--- src/rtl/alu_pkg.sv ---
// Shared types for the ALU issue stage: op codes, issue FSM states and op classification.
package alu_pkg;

  typedef enum logic [2:0] {
    OP_ADD = 3'b000,
    OP_SUB = 3'b001,
    OP_AND = 3'b010,
    OP_OR  = 3'b011,
    OP_XOR = 3'b100,
    OP_NOT = 3'b101,
    OP_LD  = 3'b110,
    OP_ST  = 3'b111
  } alu_op_e;

  typedef enum logic [1:0] {
    S_IDLE = 2'd0,
    S_EXEC = 2'd1,
    S_WB   = 2'd2
  } issue_state_e;

  // Only ADD and SUB consume carry_in and update the carry flag.
  function automatic logic is_arith(alu_op_e op);
    return (op == OP_ADD) || (op == OP_SUB);
  endfunction

endpackage

--- src/rtl/alu_regfile.sv ---
// NREGS x SIZE register file: two combinational read ports, one synchronous write
// port shared by ALU writeback and external preload (writeback has priority).
module alu_regfile
  import alu_pkg::*;
#(
  parameter  int SIZE  = 8,
  parameter  int NREGS = 4,
  localparam int RW    = $clog2(NREGS)
) (
  input  logic            clk,
  input  logic            rst_n,
  input  logic [RW-1:0]   ra_addr_i,
  input  logic [RW-1:0]   rb_addr_i,
  output logic [SIZE-1:0] ra_data_o,
  output logic [SIZE-1:0] rb_data_o,
  input  logic            wb_en_i,
  input  logic [RW-1:0]   wb_addr_i,
  input  logic [SIZE-1:0] wb_data_i,
  input  logic            pl_en_i,
  input  logic [RW-1:0]   pl_addr_i,
  input  logic [SIZE-1:0] pl_data_i
);

  logic [SIZE-1:0] mem_q [NREGS];
  logic            wr_en;
  logic [RW-1:0]   wr_addr;
  logic [SIZE-1:0] wr_data;

  // NOTE: every signal gets a default before the if-chain so no path leaves it unassigned (no latch).
  always_comb begin
    wr_en   = 1'b0;
    wr_addr = '0;
    wr_data = '0;
    if (wb_en_i) begin
      wr_en   = 1'b1;
      wr_addr = wb_addr_i;
      wr_data = wb_data_i;
    end else if (pl_en_i) begin
      wr_en   = 1'b1;
      wr_addr = pl_addr_i;
      wr_data = pl_data_i;
    end
  end

  // NOTE: sequential state uses non-blocking assignments so all flops update from pre-edge values.
  // NOTE: this array is architectural state that must read as zero after reset, so it is cleared
  // explicitly; a large RAM macro would not be reset this way.
  always_ff @(posedge clk) begin
    if (!rst_n) begin
      for (int i = 0; i < NREGS; i++) mem_q[i] <= '0;
    end else if (wr_en) begin
      mem_q[wr_addr] <= wr_data;
    end
  end

  assign ra_data_o = mem_q[ra_addr_i];
  assign rb_data_o = mem_q[rb_addr_i];

endmodule

--- src/rtl/alu_issue_ctrl.sv ---
// Issue/sequencing stage in front of a combinational ALU: IDLE -> EXEC -> WB per instruction.
// Optional zero_flag output is enabled by defining ALU_ISSUE_ZERO_FLAG_EN.
module alu_issue_ctrl
  import alu_pkg::*;
#(
  parameter  int SIZE  = 8,
  parameter  int NREGS = 4,
  localparam int RW    = $clog2(NREGS)
) (
  input  logic            clk,
  input  logic            rst_n,
  input  logic            instr_valid,
  output logic            instr_ready,
  input  logic [2:0]      instr_op,
  input  logic [RW-1:0]   instr_rd,
  input  logic [RW-1:0]   instr_rs,
  input  logic            instr_cin_en,
  output logic            alu_ce,
  output logic [2:0]      alu_op,
  output logic [SIZE-1:0] alu_left,
  output logic [SIZE-1:0] alu_right,
  output logic            alu_cin,
  input  logic [SIZE-1:0] alu_result,
  input  logic            alu_cout,
  output logic            done,
  output logic [SIZE-1:0] wb_data,
  output logic            st_valid,
  output logic [SIZE-1:0] st_data,
  output logic            carry_flag,
  input  logic            preload_en,
  input  logic [RW-1:0]   preload_addr,
  input  logic [SIZE-1:0] preload_data
`ifdef ALU_ISSUE_ZERO_FLAG_EN
  ,
  output logic            zero_flag
`endif
);

  issue_state_e    state_q, state_d;
  alu_op_e         op_q, op_d, instr_op_e;
  logic [RW-1:0]   rd_q, rd_d;
  logic [SIZE-1:0] left_q, left_d, right_q, right_d;
  logic            cin_q, cin_d;
  logic [SIZE-1:0] wb_data_q, wb_data_d, st_data_q, st_data_d;
  logic            carry_q, carry_d;
  logic [SIZE-1:0] rd_val, rs_val;
  logic            accept, in_exec, rf_wb_en;

  assign instr_op_e = alu_op_e'(instr_op);
  assign accept     = instr_valid && (state_q == S_IDLE);
  assign in_exec    = (state_q == S_EXEC);
  assign rf_wb_en   = in_exec && (op_q != OP_ST);

  alu_regfile #(.SIZE(SIZE), .NREGS(NREGS)) u_regfile (
    .clk       (clk),
    .rst_n     (rst_n),
    .ra_addr_i (instr_rd),
    .rb_addr_i (instr_rs),
    .ra_data_o (rd_val),
    .rb_data_o (rs_val),
    .wb_en_i   (rf_wb_en),
    .wb_addr_i (rd_q),
    .wb_data_i (alu_result),
    .pl_en_i   (preload_en),
    .pl_addr_i (preload_addr),
    .pl_data_i (preload_data)
  );

  always_ff @(posedge clk) begin
    if (!rst_n) state_q <= S_IDLE;
    else        state_q <= state_d;
  end

  always_comb begin
    state_d = state_q;
    case (state_q)
      S_IDLE:  if (accept) state_d = S_EXEC;
      S_EXEC:  state_d = S_WB;
      S_WB:    state_d = S_IDLE;
      default: state_d = S_IDLE;
    endcase
  end

  // Operands are sampled at accept; ALU result and flags are captured on the EXEC exit edge.
  always_comb begin
    op_d      = op_q;
    rd_d      = rd_q;
    left_d    = left_q;
    right_d   = right_q;
    cin_d     = cin_q;
    wb_data_d = wb_data_q;
    st_data_d = st_data_q;
    carry_d   = carry_q;
    if (accept) begin
      op_d    = instr_op_e;
      rd_d    = instr_rd;
      left_d  = rd_val;
      right_d = rs_val;
      cin_d   = is_arith(instr_op_e) && instr_cin_en && carry_q;
    end
    if (in_exec) begin
      wb_data_d = alu_result;
      if (op_q == OP_ST)  st_data_d = alu_result;
      if (is_arith(op_q)) carry_d   = alu_cout;
    end
  end

  always_ff @(posedge clk) begin
    if (!rst_n) begin
      op_q      <= OP_ADD;
      rd_q      <= '0;
      left_q    <= '0;
      right_q   <= '0;
      cin_q     <= 1'b0;
      wb_data_q <= '0;
      st_data_q <= '0;
      carry_q   <= 1'b0;
    end else begin
      op_q      <= op_d;
      rd_q      <= rd_d;
      left_q    <= left_d;
      right_q   <= right_d;
      cin_q     <= cin_d;
      wb_data_q <= wb_data_d;
      st_data_q <= st_data_d;
      carry_q   <= carry_d;
    end
  end

`ifdef ALU_ISSUE_ZERO_FLAG_EN
  logic zero_q, zero_d;

  always_comb begin
    zero_d = zero_q;
    if (in_exec && (op_q != OP_ST)) zero_d = (alu_result == '0);
  end

  always_ff @(posedge clk) begin
    if (!rst_n) zero_q <= 1'b0;
    else        zero_q <= zero_d;
  end

  assign zero_flag = zero_q;
`endif

  assign instr_ready = (state_q == S_IDLE);
  assign alu_ce      = in_exec;
  assign done        = (state_q == S_WB);
  assign st_valid    = done && (op_q == OP_ST);
  assign alu_op      = op_q;
  assign alu_left    = left_q;
  assign alu_right   = right_q;
  assign alu_cin     = cin_q;
  assign wb_data     = wb_data_q;
  assign st_data     = st_data_q;
  assign carry_flag  = carry_q;

endmodule

--- config.mk ---
export PLATFORM = sky130hd
export DESIGN_NAME = alu_issue_ctrl
export DESIGN_NICKNAME = d
export VERILOG_FILES = /design/src/rtl/alu_pkg.sv /design/src/rtl/alu_regfile.sv /design/src/rtl/alu_issue_ctrl.sv
export SDC_FILE = /design/constraint.sdc
export NUM_CORES = 1
export LEC_CHECK = 0
export BUFFER_PORTS_ARGS = -buffer_cell sky130_fd_sc_hd__buf_2
export CORE_AREA = 2 2 99 72
export CTS_BUF_LIST = sky130_fd_sc_hd__clkbuf_16
export CTS_CLUSTER_DIAMETER = 40
export DETAILED_ROUTE_END_ITERATION = 12
export DIE_AREA = 0 0 101 74
export PLACE_DENSITY = 0.9
export REMOVE_ABC_BUFFERS = 1
export SETUP_SLACK_MARGIN = 0.1
export SLEW_MARGIN = 20
export SYNTH_ARGS = -nofsm -noshare
export SYNTH_HDL_FRONTEND = slang
export SYNTH_SLANG_ARGS = --single-unit
--- constraint.sdc ---
create_clock -name clk -period 3.08 [get_ports clk]
set_clock_uncertainty 0.05 [all_clocks]
set_input_delay 0.616 -clock clk [delete_from_list [all_inputs] [get_ports clk]]
set_output_delay 0.616 -clock clk [all_outputs]
set_load 0.02 [all_outputs]
# ---- After elaboration in Yosys (flattened, before gate mapping)
# Memory sizes are Yosys's and may differ from the RTL's. A register that Yosys moved wholly into a read port is not among the register bits.
# Index checks and enable logic that the tools add are counted.
dict set report word_totals {
  reg_bits 25
  ram_bits 32
  input_bits 31
  out_inout_bits 41
  elab_cells 45
  mem_count 1
}
# name words word_bits read_ports rd_ports_with_merged_regs wr line
set mem_list {}
lappend mem_list {u_regfile.mem_q 4 8 2 2 4 alu_regfile.sv:24} ;# logic [SIZE-1:0] mem_q [NREGS];
dict set report classes {
  n_eq_ne 7
  mux 15
  n_reduce_logical 15
}
# op n
set ops {}
lappend ops {{$mux 8} 3}
lappend ops {{$mux 2} 4}
lappend ops {{$reduce_or 8->1} 1}
lappend ops {{$mux 1} 7}
lappend ops {{$eq 3x1->1 const B} 2}
lappend ops {{$logic_not 3->1} 2}
lappend ops {{$logic_and 1x1->1} 5}
lappend ops {{$pmux 2 s2} 1}
lappend ops {{$reduce_and 2->1} 2}
lappend ops {{$eq 3x3->1 const B} 1}
lappend ops {{$ne 3x3->1 const B} 1}
lappend ops {{$eq 2x1->1 const B} 1}
lappend ops {{$eq 2x2->1 const B} 1}
lappend ops {{$logic_not 1->1} 2}
lappend ops {{$logic_not 2->1} 1}
lappend ops {{$logic_or 1x1->1} 2}
lappend ops {{$ne 2x1->1 const B} 1}

# ---- Logic depth before layout (Yosys ltp)
# Gate-level depths: netlist (run 1).
dict set report depth {
  ltp_word 8
  ltp_mapped 7
  ltp_nobuf 4
}

# ---- Hierarchy
# From an unflattened synthesis (run 1), not the netlist that was laid out.
dict set report unflattened {
  hier_cells 313
  hier_area_um2 3394.5
}
# mod instances cells_per_inst area_each_um2
set by_module_without_submodules {}
lappend by_module_without_submodules {alu_regfile 1 130 1770.4}
lappend by_module_without_submodules {alu_issue_ctrl 1 183 1624.1}

# ---- Least setup slack after synthesis (run 1)
# Ideal clock, no wire load.
dict set report synth_path {
  path_kind {input port to flip-flop}
  startpoint {input port preload_en}
  endpoint {memory u_regfile.mem_q[1][0] (enable)}
  arrival_ns 1.826
  required_ns 2.654
  slack_ns 0.828
  path_stages 4
  n_path_buf 2
  path_cell_list {clkbuf_1 > buf_2 > nand4_1 > o211ai_1}
}
# element line
set synth_rtl {}
lappend synth_rtl {{start, declared} alu_issue_ctrl.sv:30} ;# input logic preload_en,
lappend synth_rtl {{end, declared} alu_regfile.sv:24}

# ---- Final worst setup path (run 1)
dict set report layout_path {
  startpoint {register state_q[1]}
  endpoint {output port alu_ce}
}
dict set report layout_via {
  elab_chain_len 1
}
# element line
set layout_rtl {}
lappend layout_rtl {{start, declared} alu_issue_ctrl.sv:39} ;# issue_state_e state_q, state_d;
lappend layout_rtl {{start signal, assigned} alu_issue_ctrl.sv:71} ;# else state_q <= state_d;
lappend layout_rtl {{$eq 2x1->1} alu_issue_ctrl.sv:51} ;# assign in_exec = (state_q == S_EXEC);
lappend layout_rtl {{end, declared} alu_issue_ctrl.sv:18} ;# output logic alu_ce,
# Every way passes these cells.

==> run metrics, run 1 <==
status finished, final reports clean; register-to-register setup slack 1000 ps; setup TNS 0 ps; most used routing layer met2; HP Class reg2reg; Crit Path Class reg2out; post-synthesis cell count 314; Slew Viols, Final 0; initial antenna violation count 0; die height 74 um; hold buffer count at cts 0; fmax around 0.45 GHz; final hold violations 0; Initial Utilization 53.3%; WP data required 2410 ps; Port Buf Inserts around 70; Critical Path AT 1570 ps; met1 usage a little over a third; FF-to-FF Start state_q[1]; Peak VDD IR 291 uV; Final Cycle Share 72.7%; RSZ-0062 raised after global routing no; WL/cell 19.3 um; Synth area leaders edfxtp_1 (27%), dfxtp_1 (23%), mux4_2 (10%); Post-synth EDFFs 32; clock tree buffer depth 2; worst-path fanout max 22; DP Wirelength ~6.5 mm; post-route cell area 4260 sq um; placed cell area 3930 sq um; FP Rows 25; Synth top area share 27.5%; Crit. End Element primary output; RR Endpoint u_regfile.mem_q[0][5]; core area 6570 sq um; end of the critical path alu_ce; Yosys cell types 34; DRC violations left 0; fin crit period 2240 ps; clock sinks 73; crit path launch type register; R2R cell count 4; GR Layer Usage met2 37.9%; ANT nets after route 0; pin count of the biggest net entering global routing 28; vias per cell approximately 6.3; TritonCTS clock tree built; pwr dens 590 nW/um^2; vias 2,929; GRT Total Usage 25.6%; post-CTS sizing 0; Max Cap Viol 0; ant diodes 0; Area Growth Syn to Fin 21.7%; Mapped Area 3500 sq um; cell at the root of the clock tree clkbuf_16; clock slew at reported path FFs 60 ps; grt ovf 0; worst setup margin 841 ps; die width 101 um; Final setup viols 0; Commonest cells post-synth dfxtp_1 (41), nand2_1 (41), edfxtp_1 (32); routed wire length ~9 mm; dominant synthesized flop cell dfxtp_1; Tightest Pin Transition 618 ps; DRT iter0 DRCs 301; router iterations before antenna repair 5; vias in the first global route 2,680; Power Total 2.51 mW; sequential fraction of the synthesis area 50.9%; # IOs a little over 70; yosys warns 0; Synth area leader edfxtp_1; TritonCTS buffer count 9; Die ar. 7470 sq um; Routability Congestion between 0.9 and 1; pre-CTS setup slack 716 ps; #FFs+latches synth 73; htree depth 3; Min Hold Slack roughly 400 ps; share of cells above drive strength 1 31.9%; postcts setup bufs 0; first-pass GRT wire length around 14 mm; Clock Latency Late Sink roughly 320 ps; Setup crit start state_q[1]; nets@finish 412; post-synthesis area per instance 11.1 sq um; Pleak approximately 1.7 nW; relative slew slack between 50% and 60%; Async SR Flop Fraction 0%; met3 usage 9.96%
flip-flops by register name (all words and copies together), names as in the netlist:
register         cells
state_q              2
alu_left             8
wb_data              8
rd_q                 2
alu_op               3
alu_cin              1
alu_right            8
carry_flag           1
u_regfile.mem_q     32
st_data              8
layout make-up:
type	instances	area, sq um
Timing Repair Buffer	85	460
Multi-Input combinational cell	209	1570
Sequential cell	73	1780
Inverter	3	13.8
Clock inverter	5	58.8
Tap cell	81	101
Fill cell	530	2310
Clock buffer	11	275
worst min-delay path by stage:
| stage | from | to | cells past startpoint |
|---|---|---|---|
| finish | wb_data[3] | wb_data[3] | 2 |
| global placement | wb_data[0] | wb_data[0] | 2 |
| CTS | wb_data[3] | wb_data[3] | 2 |
| floorplan | rd_q[1] | rd_q[1] | 2 |
| global route | wb_data[3] | wb_data[3] | 2 |
| detailed placement | wb_data[3] | wb_data[3] | 2 |
where the power goes:
part | internal [mW] | switching (mW)
logic | 0.115 | 0.179
registers | 1.07 | 0.0310
clock network | 0.726 | 0.395
critical path, cell delays in order (launching register included):
cell	delay [ps]
dfxtp_1	330
nand2b_1	200
inv_4	200
buf_4	300
buf_2	210
kinds of logic after synthesis:
family / synth area share, %
AO/OA/AOI/OAI: 18.9
flip-flops: 50.9
multiplexers: 12.0
buffers and inverters: 4.26
AND/OR/NAND/NOR: 13.9
metal layers:
layer / vias up / share of wire (%) / wire length [um]
li1: 1344 / - / -
met2: 185 / 44 / 3930
met4: 0 / 1.3 / 114
met1: 1386 / 44 / 3980
met3: 14 / 11 / 1010
met5: - / 0 / 0
cell usage in the layout (no fill, tap or decap), types with 2 or more instances in the layout:
cell type | Yosys | layout
clkbuf_16 | 0 | 11
nor2_1 | 9 | 9
mux4_2 | 16 | 16
buf_2 | 9 | 71
a211o_1 | 2 | 2
a32o_1 | 16 | 16
mux2i_1 | 6 | 6
nand4_1 | 10 | 10
nand3_1 | 19 | 19
o211ai_1 | 2 | 2
o31ai_1 | 9 | 9
edfxtp_1 | 32 | 32
a2111oi_4 | 2 | 2
buf_4 | 0 | 14
o2bb2ai_1 | 16 | 16
dfxtp_1 | 41 | 41
a21oi_1 | 25 | 25
nand2_1 | 41 | 41
and2_1 | 10 | 10
o21ai_0 | 16 | 16
inv_1 | 1 | 2
through the flow:
stage	std cells	util, %
after CTS	467	64.8
final	467	64.8
after global placement	451	59.8
after detailed placement	451	59.8
after global routing	467	64.8
after floorplan	285	-
Note: power is estimated with default switching activity, not from simulation.
==> run 2: changes to the inputs <==
--- a/config.mk
+++ b/config.mk
@@ -5,13 +5,14 @@
 export SDC_FILE = /design/constraint.sdc
 export NUM_CORES = 1
 export LEC_CHECK = 0
+export ABC_AREA = 1
 export BUFFER_PORTS_ARGS = -buffer_cell sky130_fd_sc_hd__buf_2
-export CORE_AREA = 2 2 99 72
+export CORE_AREA = 2 2 103 75
 export CTS_BUF_LIST = sky130_fd_sc_hd__clkbuf_16
 export CTS_CLUSTER_DIAMETER = 40
 export DETAILED_ROUTE_END_ITERATION = 12
-export DIE_AREA = 0 0 101 74
-export PLACE_DENSITY = 0.9
+export DIE_AREA = 0 0 105 77
+export PLACE_DENSITY = 0.86
 export REMOVE_ABC_BUFFERS = 1
 export SETUP_SLACK_MARGIN = 0.1
 export SLEW_MARGIN = 20
==> constraint.sdc (replaced) <==
create_clock -name clk -period 2 [get_ports clk]
set_clock_uncertainty 0.05 [all_clocks]
set_input_delay 0.4 -clock clk [delete_from_list [all_inputs] [get_ports clk]]
set_output_delay 0.4 -clock clk [all_outputs]
set_load 0.02 [all_outputs]
==> run 2 against run 1 <==
  * Final cell count up 27%
  * Critical path depth unchanged
  * Clock-buffer cell count down 2
  * Core utilization down 6.4 points
  * Global-route usage down 4.2 points
  * Sequential power up 55%
  * Total power up 46%
  * First-iteration DRC count down 11%
  * Die area up 8.2%
  * Worst hold slack worse by 140 ps
  * Sequential share of layout area up 1.2 points
  * Area after synthesis down 2.1%
  * Critical path type unchanged
==> run metrics, run 2 <==
Async SR Flop Fraction 0%; DP Wirelength 5.58 mm; FILL cells 619; pin count of the biggest net entering global routing 37; most frequent cells in the layout nor2_1 (85), buf_2 (71), nand2_1 (69), inv_1 (55), dfxtp_1 (41); Synth top area share 28.0%; Tightest Pin Transition 640 ps; dominant synthesized flop cell dfxtp_1; Yosys cell types 26; status finished, final reports clean; Area Growth Syn to Fin 21.0%; clock sinks between 70 and 80; Post-Synth Adder-Cell Area 0%; Critical Path AT 1370 ps; fmax 0.549 GHz; nets@finish 523; Crit. End Element primary output; Synth area leaders edfxtp_1 (28%), dfxtp_1 (24%), nor2_1 (9.3%); die height 77 um; vias per cell 5.20; first-pass GRT wire length 13.6 mm; ANT nets after route 0; Crit Path Class reg2out; Util after Layout 58.4%; fin crit period 1820 ps; complex-gate fraction of the synthesized area 13.8%; worst-path fanout max 18; post-synthesis cell count 426; relative slew slack a little under three fifths; share of cells above drive strength 1 21.5%; core area 7090 sq um; max FFs per register 32; HP Class in2reg; clock tree buffer depth 2; #FFs+latches synth 73; largest family of logic cells by synthesized area simple AND/OR/NAND/NOR gates; vias 3,094; DRT iter0 DRCs 269; max incr delay on CP around 400 ps; post-synthesis area per instance 8.04 sq um; top-count cell post-synth nor2_1; Synth Area in Simple Gates 24.4%; Slew Viols, Final 0; sequential fraction of the synthesis area 52.0%; Layout Cells excl Fill 595; Initial Utilization 48.3%; Post-synth EDFFs 32; Max Cap Viol 0; DRC violations left 0; GRT Total Usage a little over a fifth; Routability Congestion 0.845; TritonCTS buffer count 9; Mapped Area 3430 sq um; pwr dens 888 nW/um^2; yosys warns 0; Sequential Area 1780 sq um; Pleak 1.99 nW; WL/cell 13.8 um; htree depth 3; Final Cycle Share between 90% and 100%; Commonest cells post-synth nor2_1 (85), nand2_1 (72), inv_1 (55); critical-path cell list inv_2, nor2_4, buf_8, buf_2; # IOs 72; final hold violations 0; area of the multi-input gates 1330 sq um; hold buffer count at cts 0; Biggest register u_regfile.mem_q; Peak VDD IR 421 uV; Synth Area in XOR/XNOR 0%; placed cells 578; multiplexer share of the synthesized area 0%; FP Rows 26; commonest non-fill, non-tap cell in the layout nor2_1; Synth area leader edfxtp_1; RSZ-0062 raised after global routing yes; vias in the first global route 2,919; WP data required 1550 ps; grt ovf 0; Port Buf Inserts between 70 and 80; ant diodes 0; router iterations before antenna repair 6; TritonCTS clock tree built; critical path's slowest cell dfxtp_1; initial antenna violation count 0; die width roughly 110 um; crit path launch type register; clock slew at reported path FFs 60 ps; Clock Latency Late Sink 340 ps; Final setup viols 0; cell at the root of the clock tree clkbuf_16; Die ar. around 8100 sq um; routed wire length 8.23 mm
==> run 2: path summary, 6_finish.rpt <==
kind                from                     to  slack (ps)  cells past startpoint
max           state_q[0]                 alu_ce         180                      4
min          instr_op[0]              alu_op[0]         260                      3
max reg2reg   state_q[0]  u_regfile.mem_q[3][2]         190                      7
min reg2reg   wb_data[1]             wb_data[1]         440                      2
==> run 2: kinds of logic after synthesis <==
group,after synthesis
AOI/OAI and AO/OA,76
buffers and inverters,82
DFF,73
and+or+nand+nor,195
==> run 2: final cells by class <==
class	instances	area share (%)
Clock buffer	9	5.43
Inverter	58	5.25
Multi-Input combinational cell	271	32.1
Timing Repair Buffer	79	10.2
Tap cell	98	2.96
Clock inverter	7	1.09
Sequential cell	73	43.0
==> run 2: routing by layer <==
layer | vias to the layer above | wire [um] | track usage [%]
met3 | 14 | 522 | 7.23
li1 | 1521 | - | -
met4 | 0 | 146 | 6.80
met2 | 116 | 4040 | 35.4
met1 | 1443 | 3520 | 26.5
met5 | - | 0 | 0
==> run 2: where the power goes <==
part	internal [mW]	leakage [nW]	total, mW	switching (mW)
clock	0.838	0.137	1.47	0.628
sequential	1.65	0.670	1.70	0.0476
combinational	0.171	1.18	0.516	0.345
total	2.66	1.99	3.68	1.02
==> run 2: metrics by stage <==
stage | area, sq um | power, mW | setup slack, ps | hold slack [ps] | setup TNS, ps
finish | 4140 | 3.68 | 180 | 259 | 0
global route | 4140 | 3.85 | 82.5 | 259 | 0
CTS | 4110 | 3.69 | 104 | 255 | 0
detailed placement | 3840 | 2.23 | 146 | 431 | 0
global placement | 3840 | 2.21 | 240 | 416 | 0
floorplan | 3310 | 2.03 | -311 | 419 | -5110
==> run 2: worst max-delay path, delay by kind of cell (launching register included) <==
kind          cells  cell delay [ps]
buf+inv           3              430
flops             1              400
simple gates      1              200
==> run 2: timing repair <==
action	4_1_cts	5_1_grt
buffers inserted	0	1
endpoints found under the setup margin	8	30
resized for setup	1	8
pin swaps	0	1
